===== config.mk =====
export PLATFORM = sky130hd
export DESIGN_NAME = lsu_mem_ctrl
export DESIGN_NICKNAME = d
export VERILOG_FILES = /design/src/rtl/mem_pkg.sv /design/src/rtl/lsu_mem_ctrl_load_extract.sv /design/src/rtl/lsu_mem_ctrl.sv
export SDC_FILE = /design/constraint.sdc
export NUM_CORES = 1
export LEC_CHECK = 0
export CAP_MARGIN = 10
export CELL_PAD_IN_SITES_DETAIL_PLACEMENT = 2
export CELL_PAD_IN_SITES_GLOBAL_PLACEMENT = 2
export CORE_MARGIN = 2
export CORE_UTILIZATION = 22
export CTS_BUF_LIST = sky130_fd_sc_hd__clkbuf_16
export DETAILED_ROUTE_END_ITERATION = 10
export HOLD_SLACK_MARGIN = 0.05
export PLACE_DENSITY = 0.88
export SYNTH_ARGS = -nofsm -noshare
export SYNTH_HDL_FRONTEND = slang
export SYNTH_HIERARCHICAL = 1
export SYNTH_SLANG_ARGS = --single-unit

===== constraint.sdc =====
create_clock -name clk -period 2.1 [get_ports clk]
set_clock_uncertainty 0.15 [all_clocks]
set_input_delay 0.42 -clock clk [delete_from_list [all_inputs] [get_ports clk]]
set_output_delay 0.42 -clock clk [all_outputs]
set_load 0.01 [all_outputs]

===== src/rtl/mem_pkg.sv =====
// Shared load/store definitions: size encodings, exception codes, FSM states, lane masks.
package mem_pkg;

    localparam logic [1:0] SZ_B = 2'b00;
    localparam logic [1:0] SZ_H = 2'b01;
    localparam logic [1:0] SZ_W = 2'b10;
    localparam logic [1:0] SZ_D = 2'b11;

    localparam logic [4:0] EXC_ADEL = 5'h04;
    localparam logic [4:0] EXC_ADES = 5'h05;

    typedef enum logic [1:0] {
        IDLE,
        RD_WAIT,
        RESP
    } lsuState_e;

    // Byte-lane mask for an access of the given size, lane 0 aligned.
    function automatic logic [7:0] size_mask(input logic [1:0] size);
        logic [7:0] mask;
        case (size)
            SZ_B:    mask = 8'h01;
            SZ_H:    mask = 8'h03;
            SZ_W:    mask = 8'h0F;
            default: mask = 8'hFF;
        endcase
        return mask;
    endfunction

endpackage


===== src/rtl/lsu_mem_ctrl_load_extract.sv =====
// Pulls the addressed byte/half/word/dword out of an SRAM line and sign/zero-extends it.
module load_extract
    import mem_pkg::*;
#(
    parameter int unsigned DATA_W = 32
) (
    input  logic [DATA_W-1:0]             rdata,
    input  logic [$clog2(DATA_W/8)-1:0]   off,
    input  logic [1:0]                    size,
    input  logic                          isUnsigned,
    output logic [DATA_W-1:0]             result
);

    logic [DATA_W-1:0] shifted;

    // Lane-align the addressed data, then truncate and extend to the access size.
    always_comb begin
        shifted = rdata >> {off, 3'b000};
        result  = shifted;
        case (size)
            SZ_B: begin
                if (isUnsigned) result = DATA_W'(shifted[7:0]);
                else            result = DATA_W'($signed(shifted[7:0]));
            end
            SZ_H: begin
                if (isUnsigned) result = DATA_W'(shifted[15:0]);
                else            result = DATA_W'($signed(shifted[15:0]));
            end
            SZ_W: begin
                if (isUnsigned) result = DATA_W'(shifted[31:0]);
                else            result = DATA_W'($signed(shifted[31:0]));
            end
            default: result = shifted;
        endcase
    end

endmodule


===== src/rtl/lsu_mem_ctrl.sv =====
// MEM-stage load/store unit: drives the data SRAM port, sequences fixed-latency reads,
// flags misaligned accesses. One request in flight at a time.
module lsu_mem_ctrl
    import mem_pkg::*;
#(
    parameter int unsigned DATA_W = 32,
    parameter int unsigned ADDR_W = 32,
    parameter int unsigned RD_LAT = 1
) (
    input  logic                   clk,
    input  logic                   reset,
    input  logic                   flush,
    input  logic                   req_valid,
    output logic                   req_ready,
    input  logic                   req_we,
    input  logic [1:0]             req_size,
    input  logic                   req_unsigned,
    input  logic [ADDR_W-1:0]      req_addr,
    input  logic [DATA_W-1:0]      req_wdata,
    output logic                   data_sram_en,
    output logic [DATA_W/8-1:0]    data_sram_wen,
    output logic [ADDR_W-1:0]      data_sram_addr,
    output logic [DATA_W-1:0]      data_sram_wdata,
    input  logic [DATA_W-1:0]      data_sram_rdata,
    output logic                   resp_valid,
    output logic [DATA_W-1:0]      resp_rdata,
    output logic                   resp_exc,
    output logic [4:0]             resp_exc_code,
    output logic [ADDR_W-1:0]      resp_badvaddr
);

    localparam int unsigned STRB_W = DATA_W / 8;
    localparam int unsigned OFF_W  = $clog2(STRB_W);
    localparam int unsigned CNT_W  = 2;

    lsuState_e         state;
    logic [CNT_W-1:0]  cnt;
    logic [OFF_W-1:0]  offQ;
    logic [1:0]        sizeQ;
    logic              unsQ;
    logic              respValidQ;
    logic [DATA_W-1:0] respRdataQ;
    logic              respExcQ;
    logic [4:0]        respCodeQ;
    logic [ADDR_W-1:0] respBadQ;

    logic              accept;
    logic              misaligned;
    logic              sramAccess;
    logic [OFF_W-1:0]  off;
    logic [DATA_W-1:0] extracted;

    // Request decode: lane offset, alignment check, handshake.
    always_comb begin
        off       = req_addr[OFF_W-1:0];
        req_ready = (state == IDLE) && !reset;
        accept    = req_valid && req_ready && !flush;
        case (req_size)
            SZ_B:    misaligned = 1'b0;
            SZ_H:    misaligned = req_addr[0];
            SZ_W:    misaligned = (req_addr[1:0] != 2'b00);
            default: misaligned = (DATA_W == 32) || (req_addr[2:0] != 3'b000);
        endcase
        sramAccess = accept && !misaligned;
    end

    // SRAM strobe is live only in the accept cycle; stores shift mask and data into lane.
    always_comb begin
        data_sram_en    = sramAccess;
        data_sram_wen   = '0;
        data_sram_addr  = '0;
        data_sram_wdata = '0;
        if (sramAccess) begin
            data_sram_addr = {req_addr[ADDR_W-1:OFF_W], OFF_W'(0)};
            if (req_we) begin
                data_sram_wen   = STRB_W'({8'h00, size_mask(req_size)} << off);
                data_sram_wdata = req_wdata << {off, 3'b000};
            end
        end
    end

    load_extract #(
        .DATA_W(DATA_W)
    ) u_load_extract (
        .rdata      (data_sram_rdata),
        .off        (offQ),
        .size       (sizeQ),
        .isUnsigned (unsQ),
        .result     (extracted)
    );

    // Request FSM; response registers are one-cycle pulses loaded on entry to RESP.
    always_ff @(posedge clk) begin
        if (reset) begin
            state      <= IDLE;
            cnt        <= '0;
            offQ       <= '0;
            sizeQ      <= SZ_B;
            unsQ       <= 1'b0;
            respValidQ <= 1'b0;
            respRdataQ <= '0;
            respExcQ   <= 1'b0;
            respCodeQ  <= '0;
            respBadQ   <= '0;
        end else begin
            respValidQ <= 1'b0;
            respRdataQ <= '0;
            respExcQ   <= 1'b0;
            respCodeQ  <= '0;
            respBadQ   <= '0;
            case (state)
                IDLE: begin
                    if (accept) begin
                        if (misaligned) begin
                            state      <= RESP;
                            respValidQ <= 1'b1;
                            respExcQ   <= 1'b1;
                            respCodeQ  <= req_we ? EXC_ADES : EXC_ADEL;
                            respBadQ   <= req_addr;
                        end else if (req_we) begin
                            state      <= RESP;
                            respValidQ <= 1'b1;
                        end else begin
                            state <= RD_WAIT;
                            cnt   <= CNT_W'(RD_LAT - 1);
                            offQ  <= off;
                            sizeQ <= req_size;
                            unsQ  <= req_unsigned;
                        end
                    end
                end
                RD_WAIT: begin
                    if (flush) begin
                        state <= IDLE;
                    end else if (cnt == '0) begin
                        state      <= RESP;
                        respValidQ <= 1'b1;
                        respRdataQ <= extracted;
                    end else begin
                        cnt <= cnt - CNT_W'(1);
                    end
                end
                RESP:    state <= IDLE;
                default: state <= IDLE;
            endcase
        end
    end

    // A flush during the response cycle cancels the response.
    always_comb begin
        resp_valid    = respValidQ && !flush;
        resp_rdata    = flush ? '0 : respRdataQ;
        resp_exc      = respExcQ && !flush;
        resp_exc_code = flush ? '0 : respCodeQ;
        resp_badvaddr = flush ? '0 : respBadQ;
    end

endmodule


* Word level (Yosys, flattened, before mapping)
Cells that the tools add are included.
** Word-level totals
- Register bits after elaboration :: 80
- Output and inout port bits :: 141
- Input bits :: 104
** Operators by class
- Multiplexer cells :: 35
- Reduce and logical (&&, ||, !) cells :: 21
- Shift operators :: 3
- Equality and inequality tests :: 10
- Add/sub/neg operators :: 1
- Bitwise operators :: 6
** Operators by type and width (number)
- 32-bit 2-to-1 mux :: 7
- 32-bit one-hot mux with 2 select lines :: 1
- 32-bit by 5-bit left shift with 32-bit output :: 1
- 32-bit by 5-bit >> shifter with 32-bit output :: 1
- 8-bit one-hot mux with 3 select lines :: 1
- 2-bit 2-to-1 mux :: 10
- 8-bit 2-to-1 mux :: 2
- 2-bit != test, second input constant :: 5
- 2-bit zero test :: 4
- 4-bit 2-to-1 mux :: 2
- 2-bit one-hot mux with 2 select lines :: 2
- 4-bit OR reduction :: 2
- 8-bit by 2-bit left shift with 4-bit output :: 1
- 1-bit 2-to-1 mux :: 7
- 2-bit by 1-bit equality test with 1-bit output, second input constant :: 3
- 1-bit logical AND :: 6
- 1-bit NOT :: 6
- 6-bit AND reduction :: 1
- 5-bit 2-to-1 mux :: 1
- 4-bit AND reduction :: 1
- 2-bit nonzero test :: 2
- 1-bit zero test :: 3
- 3-bit != test, second input constant :: 1
- 1-bit one-hot mux with 3 select lines :: 1
- other kinds (5) :: 5

* Logic depth before layout (Yosys ltp)
- Depth after elaboration :: 9
- Depth in mapped cells :: 6
- Gate-level depth less buffers :: 5

* By module
Netlist, hierarchy kept.
** Modules (own cells, without submodules)
- lsu_mem_ctrl :: sequential area each 1541.5 µm², instances 1, area each 3867.5 µm², cells an instance 434
- load_extract :: sequential area each 0.0 µm², instances 1, area each 768.2 µm², cells an instance 103

* Worst setup path after synthesis
Ideal clock, no wire load.
- Path type :: input port to output port
- Start point :: in reset
- End point :: out data_sram_wdata[24]
- Stages on the path :: 4
- Path slack :: -0.197 ns
- Arrival :: 1.727 ns
- Required time :: 1.530 ns
- Buffers on the path :: 1
- Path through :: clkbuf_1 -> nor4_4 -> nand3_2 -> a2111oi_0
** Between the ends
- Cells in the longest elaborated chain, start to end :: 6
** Ends and longest elaborated chain
- start, declared :: RTL line lsu_mem_ctrl.sv:11 : input logic reset,
- 1-bit zero test :: RTL line lsu_mem_ctrl.sv:56 : req_ready = (state == IDLE) && !reset;
- 1-bit logical AND :: RTL line lsu_mem_ctrl.sv:56
- 1-bit logical AND (2 in a row) :: RTL line lsu_mem_ctrl.sv:57 : accept = req_valid && req_ready && !flush;
- 1-bit logical AND :: RTL line lsu_mem_ctrl.sv:64 : sramAccess = accept && !misaligned;
- 32-bit 2-to-1 mux :: RTL line lsu_mem_ctrl.sv:73 : if (sramAccess) begin
- end, declared :: RTL line lsu_mem_ctrl.sv:23 : output logic [DATA_W-1:0] data_sram_wdata,
No other way between the ends.

* Worst setup path in the final report
- Start point :: in req_addr[1]
- End point :: out data_sram_wdata[22]
** Between the ends
- Cells in the longest elaborated chain, start to end :: 5
- Elaborated cells between the ends (all ways) :: 7
- Classes of those cells :: shift: 1; mux: 3; reduce/logical: 3
** Ends and longest elaborated chain
- start, declared :: RTL line lsu_mem_ctrl.sv:18 : input logic [ADDR_W-1:0] req_addr,
- branches (longest 4 deep; another with 32-bit by 5-bit left shift with 32-bit output)
- 32-bit 2-to-1 mux (*) :: RTL line lsu_mem_ctrl.sv:73
Mark *: on every way between the ends.

==> impl_metrics.yaml <==
synth:
  yosys_warnings: 6
  synth-seq-cells: 77
  async_flop_share_pct: 0
  synth_top_area_cell: "dfxtp_1"
  synth_cell_type_count: 47
  yosys-top-cells-area: "dfxtp_1 33%, nor2b_1 12%, and3_1 8.4%"
  synth_enable_flop_cells: 0
  synth_top_area_share_pct: 33.3
  syn-cell-area_sq_um: 4640
  synthTopCellsByCount: "90 x nor2b_1, 77 x dfxtp_1, 62 x and3_1, 35 x mux2i_1, 34 x and2_1"
  ys.flop_type: "dfxtp_1"
  post-synth-top-count-cell: "nor2b_1"
  syn-mean-instance-area_sq_um: 8.63
  seq_area_frac_synth_pct: 33.3
  synthCells: 537
drt:
  wl_per_cell_microns: 19.5
  route.detailed.drc: 0
  drt_first_pass_iters: 4
  vias: 5139
  drtAntennaViolNets: 0
  viasPerCell: 4.56
  drtIter0Drc: 123
  finalWirelength_microns: 22000
floorplanning:
  dieArea_sq_um: 22200
  start_util_pct: 22.3
  die_width_microns: 149
  io_pins: 245
  die_h_microns: 149
  core_area_sq_um: 20800
  rows: 53
grt:
  grt_antenna_before_repair: 0
  gr-total-overflow: 0
  grt_pass1_wl_microns: 33200
  grt_max_degree: 39
  grt_pass1_vias: 5786
  track_usage_pct: 19.4
critical_path:
  crit_required_ns: 1.53
  critPathArrivalTime_ns: 1.92
  crit_chain: "buf_2 > buf_12 > mux2i_1 > buf_4 > a2bb2oi_1 > nor3_2 > buf_2"
  cpPeakStageDelay_ns: 0.50
  crit_path_start_kind: "input port"
  r2r_setup_slack_ns: 0.15
  critical_path_class: "in -> out"
  end_kind: "output pin"
  crit_slowest_cell: "mux2i_1"
  ff2ff_path_depth: 8
  critPathMostFrequentCell: "buf_2"
  crit_path_max_fanout: 16
timing:
  hold_viol: 0
  finalMaxSlewViolations: 0
  min_period_ns: 2.49
  fin_crit_sh_pct: 119
  rsz0062_at_grt: "true"
  fmax_mhz: 401
  setup_viol: 67
  setup_tns_ns: -16.02
  slew_headroom_pct: 63.8
  worst_slack_ns: -0.393
  tightest_slew_ns: 0.529
placed_design:
  io_buffers: 239
  place.gp.congestion: 0.781
  dp_slack_ns: -1.02
  hpwl_microns: 16300
final_layout:
  nets: 953
  syn2layout_area_growth_pct: 80.7
  fillers: 2295
  n_antenna_cell: 0
  drive_gt1_share_pct: 32.5
power:
  p_leak_nw: 3.99
  vdd_ir_drop_max_mv: 0.402
  power_density_nw_per_um2: 479
cts:
  cts-root-buf: "clkbuf_16"
  cts-buffers-inserted: 9
  hold_buffers: 0
  cts_sinks: 77
  htreeDepth: 3
  clockBufferDepth: 2
  cts_tree: "yes"
  clkTransAtPathRegs_ns: 0.06
  clkLatencyLatePin_ns: 0.34
status:
  failed_checks: "negative setup slack"
  outcome: "finished with violations"
min_path:
  min_path_cells: 2
  hold_path_class: "reg -> reg"
flow_run:
  maxCapViolations: 0
[final timing paths]
path | startpoint | to
max reg2reg | state[1]$_SDFFE_PP0P_ | respBadQ[9]$_SDFF_PP0_
max | req_addr[1] | data_sram_wdata[22]
min reg2reg | cnt[0]$_SDFFE_PP0P_ | cnt[0]$_SDFFE_PP0P_
min | cnt[0]$_SDFFE_PP0P_ | cnt[0]$_SDFFE_PP0P_
[repair_timing]
action / in CTS / in global routing
endpoints found under the setup margin: 136 / 67
pin swaps: 5 / 2
resized for setup: 409 / 13
endpoints found under the hold margin: 0 / 0
cloned: 3 / 1
setup buffers: 7 / 2
[cells by family after synthesis]
family | after synthesis | share of synthesized area (%)
AOI/OAI and AO/OA | 84 | 13.6
buffers and inverters | 70 | 7.67
xor gates and xnor gates | 2 | 0.378
adders and majority gates | 1 | 0.270
DFF | 77 | 33.3
and+or+nand+nor | 262 | 35.9
muxes | 40 | 8.93
other | 1 | 0.0809
[per-layer routing]
layer	GRT usage, %	routed length, microns
met5	0	0
met4	6.81	517
met3	3.24	909
met2	35.6	11500
met1	22.7	9100
[through the flow]
| step | total power [W] | utilization [%] | area (sq um) | hold slack, ns | instances |
|---|---|---|---|---|---|
| after global placement | 0.00234 | 38.5 | 8020 | 0.349 | 1100 |
| after CTS | 0.00403 | 39.6 | 8260 | 0.375 | 1125 |
| final | 0.00401 | 40.2 | 8380 | 0.364 | 1128 |
| after floorplan | 0.00186 | - | 4740 | 0.304 | 541 |
| after detailed placement | 0.00237 | 38.5 | 8020 | 0.364 | 1100 |
| after global routing | 0.00418 | 40.2 | 8380 | 0.409 | 1128 |
[final cells by class]
type	instances	area (sq um)	area share, %
clock buffers	9	225	2.69
clock inverters	7	73.8	0.881
inverters	11	41.3	0.493
multi-input cells	394	3040	36.3
flip-flops and latches	77	1540	18.4
well taps	275	344	4.11
repair buffers	355	3100	37.1
[state kept, by name (all words and copies together) (netlist names)]
signal / cells
respRdataQ: 32
state: 2
sizeQ: 2
respCodeQ: 2
offQ: 2
respValidQ: 1
respExcQ: 1
respBadQ: 32
cnt: 2
unsQ: 1
[worst max-delay path: cells and delay by family]
kind            cells  cell delay (ns)
buf+inv             4             0.75
mux                 1             0.50
compound gates      1             0.18
simple gates        1             0.06
[power breakdown]
part           leakage, nW  switching, W  internal (W)
Combinational         3.23      0.000430      0.000492
Sequential           0.623    0.00000814       0.00148
Clock                0.136      0.000676      0.000926
[cell usage in the layout, fill, tap and decap left out, types with 8 or more instances in the layout]
cell type	instances
a211oi_1	15
a21oi_1	23
a2bb2oi_1	8
and2_1	33
and3_1	57
buf_12	9
buf_2	62
buf_4	96
buf_6	15
clkbuf_16	10
clkdlybuf4s50_1	97
dfxtp_1	75
dlygate4sd2_1	69
inv_1	10
mux2i_1	32
nor2_1	11
nor2b_1	89
nor3_2	9
o22ai_1	8
o2bb2ai_1	8
or2_2	9
(Power assumes the default switching activity.)
